--- src/rtl/mux_rr_arbiter.sv ---
// Round-robin arbiter owning a 4:1 mux: registered grant/select/enable, registered Y/valid.
// Latency: req -> grant/s/en in 1 cycle; grant -> Y/valid in 1 more cycle (2 total).
// Backpressure: none downstream; MAX_HOLD caps an owner's tenure while others wait.
module mux_rr_arbiter #(
  parameter int WIDTH    = 4,
  parameter int MAX_HOLD = 4
) (
  input  logic             clk,
  input  logic             rst_n,
  input  logic [3:0]       req,
  input  logic [WIDTH-1:0] A,
  input  logic [WIDTH-1:0] B,
  input  logic [WIDTH-1:0] C,
  input  logic [WIDTH-1:0] D,
  output logic [3:0]       grant,
  output logic [1:0]       s,
  output logic             en,
  output logic [WIDTH-1:0] Y,
  output logic             valid
);

  // Hold counter only needs to reach MAX_HOLD-1; keep at least one bit.
  localparam int HW = (MAX_HOLD > 1) ? $clog2(MAX_HOLD) : 1;
  localparam logic [HW-1:0] HOLD_LAST = HW'(MAX_HOLD - 1);

  typedef enum logic {IDLE, GRANT} state_t;

  state_t         state, state_n;
  logic [1:0]     ptr, ptr_n;
  logic [HW-1:0]  hcnt, hcnt_n;
  logic [3:0]     grant_n;
  logic [1:0]     s_n;
  logic           en_n;

  logic [3:0]     cand_req;
  logic           found;
  logic [1:0]     pick;
  logic           own_req;
  logic           other_req;
  logic           hold_done;
  logic [WIDTH-1:0] mux_out;

  // Candidates exclude the current owner so a forced rotation never re-picks it.
  always_comb begin
    cand_req  = req & ~grant;
    own_req   = |(req & grant);
    other_req = |cand_req;
    hold_done = (hcnt == HOLD_LAST);
  end

  // First candidate in round-robin order starting at ptr.
  always_comb begin
    found = 1'b0;
    pick  = 2'd0;
    for (int i = 0; i < 4; i++) begin
      if (!found && cand_req[ptr + 2'(i)]) begin
        found = 1'b1;
        pick  = ptr + 2'(i);
      end
    end
  end

  // Next-state and next-grant logic; a new grant always resets hcnt and advances ptr.
  always_comb begin
    state_n = state;
    ptr_n   = ptr;
    hcnt_n  = hcnt;
    grant_n = grant;
    s_n     = s;
    en_n    = en;
    case (state)
      IDLE: begin
        if (found) begin
          state_n = GRANT;
          grant_n = 4'b0001 << pick;
          s_n     = pick;
          en_n    = 1'b1;
          ptr_n   = pick + 2'd1;
          hcnt_n  = '0;
        end
      end
      GRANT: begin
        if (!own_req || (hold_done && other_req)) begin
          if (found) begin
            // Direct handover, no idle bubble.
            grant_n = 4'b0001 << pick;
            s_n     = pick;
            en_n    = 1'b1;
            ptr_n   = pick + 2'd1;
            hcnt_n  = '0;
          end else begin
            state_n = IDLE;
            grant_n = 4'b0000;
            en_n    = 1'b0;
            hcnt_n  = '0;
          end
        end else if (!hold_done) begin
          hcnt_n = hcnt + HW'(1);
        end
        // Saturated hcnt with no one waiting: owner simply keeps the grant.
      end
      default: begin
        state_n = IDLE;
        grant_n = 4'b0000;
        en_n    = 1'b0;
      end
    endcase
  end

  // Mux datapath driven by the registered select.
  always_comb begin
    case (s)
      2'd0:    mux_out = A;
      2'd1:    mux_out = B;
      2'd2:    mux_out = C;
      default: mux_out = D;
    endcase
  end

  // State, grant and output registers; reset dominates everything.
  always_ff @(posedge clk) begin
    if (!rst_n) begin
      state <= IDLE;
      ptr   <= 2'd0;
      hcnt  <= '0;
      grant <= 4'b0000;
      s     <= 2'd0;
      en    <= 1'b0;
      Y     <= '0;
      valid <= 1'b0;
    end else begin
      state <= state_n;
      ptr   <= ptr_n;
      hcnt  <= hcnt_n;
      grant <= grant_n;
      s     <= s_n;
      en    <= en_n;
      Y     <= en ? mux_out : '0;
      valid <= en;
    end
  end

endmodule

--- config.mk ---
export PLATFORM = sky130hd
export DESIGN_NAME = mux_rr_arbiter
export DESIGN_NICKNAME = d
export VERILOG_FILES = /design/src/rtl/mux_rr_arbiter.sv
export SDC_FILE = /design/constraint.sdc
export NUM_CORES = 1
export LEC_CHECK = 0
export ABC_AREA = 0
export BUFFER_PORTS_ARGS = -buffer_cell sky130_fd_sc_hd__buf_4
export CAP_MARGIN = 20
export CORE_UTILIZATION = 40
export CTS_BUF_LIST = sky130_fd_sc_hd__clkbuf_4
export CTS_CLUSTER_SIZE = 12
export DETAILED_ROUTE_END_ITERATION = 16
export MAX_ROUTING_LAYER = met4
export PLACE_DENSITY = 0.63
export SETUP_SLACK_MARGIN = 0.1
export SLEW_MARGIN = 15
export SYNTH_ARGS = -nofsm -noshare
export SYNTH_HDL_FRONTEND = slang
export SYNTH_SLANG_ARGS = --single-unit
--- constraint.sdc ---
create_clock -name clk -period 1.64 [get_ports clk]
set_input_delay 0.164 -clock clk [delete_from_list [all_inputs] [get_ports clk]]
set_output_delay 0.164 -clock clk [all_outputs]
set_load 0.01 [all_outputs]
==> out/results.txt <==
Post-DP Area -> 1300 um2
sequential power share -> 33.1%
Adder-Cell Fraction of Synth Area -> 6.21%
critical path fanouts, max -> 5
Area Growth Syn to Fin -> 37.5%
CTS buffer count -> 3
CTS clk-pin slew, worst paths -> 110 ps
share of layout cells above drive strength 1 -> 49.0%
total gr overflow -> 0
Worst EP arrival -> 1800 ps
Die Height -> 52.2 um
cells after synthesis -> 101
sequential area share after synthesis -> 33.8%
post-route ant nets -> 0
Worst VDD drop -> 0.000815 V
synthesis-stage register bit count -> 17
Netlist cell types -> 36
Pint -> 1.30 mW
Placed Instances -> 162
DRT iter0 DRCs -> 13
Final Instance Count excl. Fillers -> 171
outcome -> finished clean
synth warn -> 0
Synth Area in XOR/XNOR -> 0%
worst slack, placed -> -36.1 ps
Final Util -> 60.3%
routed len/inst -> 14.1 um
Worst Setup SP -> grant[2]
top_reg_cell synth -> dfxtp_1
Final #Nets -> 171
final WL -> 2400 um
Net Sw Frac -> 40.0%
CTS max path bufs -> 2
Max-cap violations -> 0
Slew HR -> 77.8%
main combinational cell family by area after synthesis -> simple AND/OR/NAND/NOR gates
Netlist Area Pre-Place -> 1010 um2
leakage power -> 0.614 nW
RePlAce Congestion -> 0.782
GRT Total Usage -> 20.2%
reg2reg setup slack -> 70 ps
simple-gate share of the synthesized area -> 25.5%
number of global-route vias before repair -> 873
Hold Crit Start -> rst_n
RSZ-0062 raised after global routing -> true
worst endpoint required time -> 1860 ps
FFs w/ async S/R, synth -> 0%
final setup violation count -> 0
IO Pins -> 34
combinational share of power -> 55.8%
Initial Utilization -> 43.8%
setup TNS -> 0 ps
skew final -> 2.09 ps
WHS -> 203 ps
via count -> 908
CTS tree -> yes
H-tree levels -> 1
Post-synth EDFFs -> 0
min cycle time layout -> 1570 ps
Buffers on Ports -> 33
residual DRC count -> 0
final hold vios -> 0
row count -> 17
Net Count, Synth -> 128
CP Class -> flip-flop to flip-flop
Net Sw Power -> 0.864 mW
mux contribution to synthesized area -> 9.94%
Pwr Total -> 2.16 mW
max-slew violation count -> 0
largest net degree at the start of global routing -> 16
Peak Freq -> 635 MHz
Finished Cell Area -> 1390 um2
hold-fix buffer count after cts -> 0
Detailed Routing Iterations Pass 1 -> 4
Chip Width -> 52.2 um
latest clock arrival within the worst-skew pair -> 290 ps
Yosys top cell by area -> dfxtp_1
Syn Area/Cell -> 9.97 um2
PwrDens -> 1560 nW/um2
r2r startpoint -> grant[2]
post-route clock period utilization -> 96.0%
antenna cells -> 0
die area -> 2720 um2
initial antenna violation count -> 0
Final HPWL DP -> 1880 um
Worst-Margin Slew -> 332 ps
first-pass GRT wire length -> 3880 um
Area contributors post-synth -> dfxtp_1 (34%), mux4_2 (8.9%), ha_1 (6.2%)
Final Worst Setup Slack -> 65.8 ps
worst min path class -> input port to flip-flop
Clock Sink Count -> 17
CTS root buf -> clkbuf_4
core box area -> 2300 um2
Startpoint Class -> flip-flop
Clk network pwr share -> 11.1%
Critical Path Sink Type -> flip-flop
Synth Area in Compound Gates -> 22.6%
vias per cell -> 5.31
share of the synthesized area in the top cell type -> 33.8%
[kinds of logic after synthesis]
logic type / count (synthesis)
AND/OR/NAND/NOR: 41
AO/OA/AOI/OAI: 28
flip-flops: 17
buffers and inverters: 5
multiplexers: 5
adder cells (fa/ha/maj): 5
[cells in the final DEF (no fill, tap or decap), drive strengths merged]
| master | synthesis | routed |
|---|---|---|
| nor2b | 1 | 1 |
| a21bo | 1 | 1 |
| ha | 5 | 5 |
| a21oi | 7 | 7 |
| a22oi | 2 | 2 |
| nor2 | 5 | 5 |
| buf | 1 | 40 |
| a21boi | 2 | 2 |
| and2 | 4 | 4 |
| inv | 3 | 3 |
| a21o | 2 | 2 |
| nand2 | 16 | 16 |
| o21ai | 1 | 1 |
| o22ai | 6 | 6 |
| o32ai | 1 | 1 |
| clkbuf | 1 | 3 |
| and4bb | 1 | 1 |
| nand2b | 5 | 5 |
| mux4 | 4 | 4 |
| o211a | 1 | 1 |
| mux2i | 1 | 1 |
| clkinvlp | 0 | 1 |
| a2bb2oi | 1 | 1 |
| o211ai | 2 | 2 |
| and2b | 1 | 1 |
| or2b | 1 | 1 |
| nand4 | 2 | 2 |
| dfxtp | 17 | 17 |
| a211oi | 2 | 2 |
| nand3 | 4 | 4 |
| and4 | 1 | 1 |
[cell usage after synthesis, drive strengths merged, types with 2 or more instances]
cell,instances
o211ai,2
a21o,2
o22ai,6
nor2,5
nand2b,5
a211oi,2
a22oi,2
nand3,4
a21oi,7
dfxtp,17
a21boi,2
inv,3
nand4,2
and2,4
nand2,16
mux4,4
ha,5
[worst max-delay path: stages (launching register included)]
cell and delay (ps):
dfxtp_4 380, nand2b_4 160, a2bb2oi_2 140, o211ai_1 260, nor2_2 90, ha_1 310
a211oi_2 170
[flip-flops by register name, summed over array words and instances (netlist names)]
register  count
s             2
Y             4
hcnt          2
grant         4
valid         1
ptr           2
en            1
state         1
[per-layer routing]
layer  share of wire (%)  routed length, um  vias to the layer above  GRT usage, %
li1                    -                  -                      458             -
met1                  49               1180                      435          25.4
met2                  47               1140                       13          32.9
met3                 2.7                 65                        2          4.35
met4                0.75                 18                        0          5.26
met5                   0                  0                        -             -
[final timing paths]
check,to,cells past startpoint
setup / recovery,ptr[1],6
hold / removal,grant[3],3
setup reg to reg,ptr[1],6
hold reg to reg,hcnt[1],2
[power groups by stage]
stage               logic (mW)  registers, mW  clock network, mW
floorplan                0.746          0.705                  0
global placement          1.09          0.704                  0
detailed placement        1.10          0.711                  0
CTS                       1.10          0.703              0.247
global route              1.30          0.745              0.269
finish                    1.20          0.716              0.240
[timing repair]
item / in CTS / in global routing
buffers inserted: 0 / 5
gates resized for setup: 2 / 7
setup endpoints to repair: 5 / 5
endpoints found under the hold margin: 0 / 0
pin swaps: 1 / 4
[layout make-up]
| type | count | area [um2] |
|---|---|---|
| Clock inverter | 1 | 7.51 |
| Sequential cell | 17 | 347 |
| Tap cell | 28 | 35.0 |
| Fill cell | 203 | 912 |
| Multi-Input combinational cell | 79 | 662 |
| Clock buffer | 3 | 22.5 |
| Timing Repair Buffer | 40 | 300 |
| Inverter | 3 | 11.3 |
(Power assumes the default switching activity.)
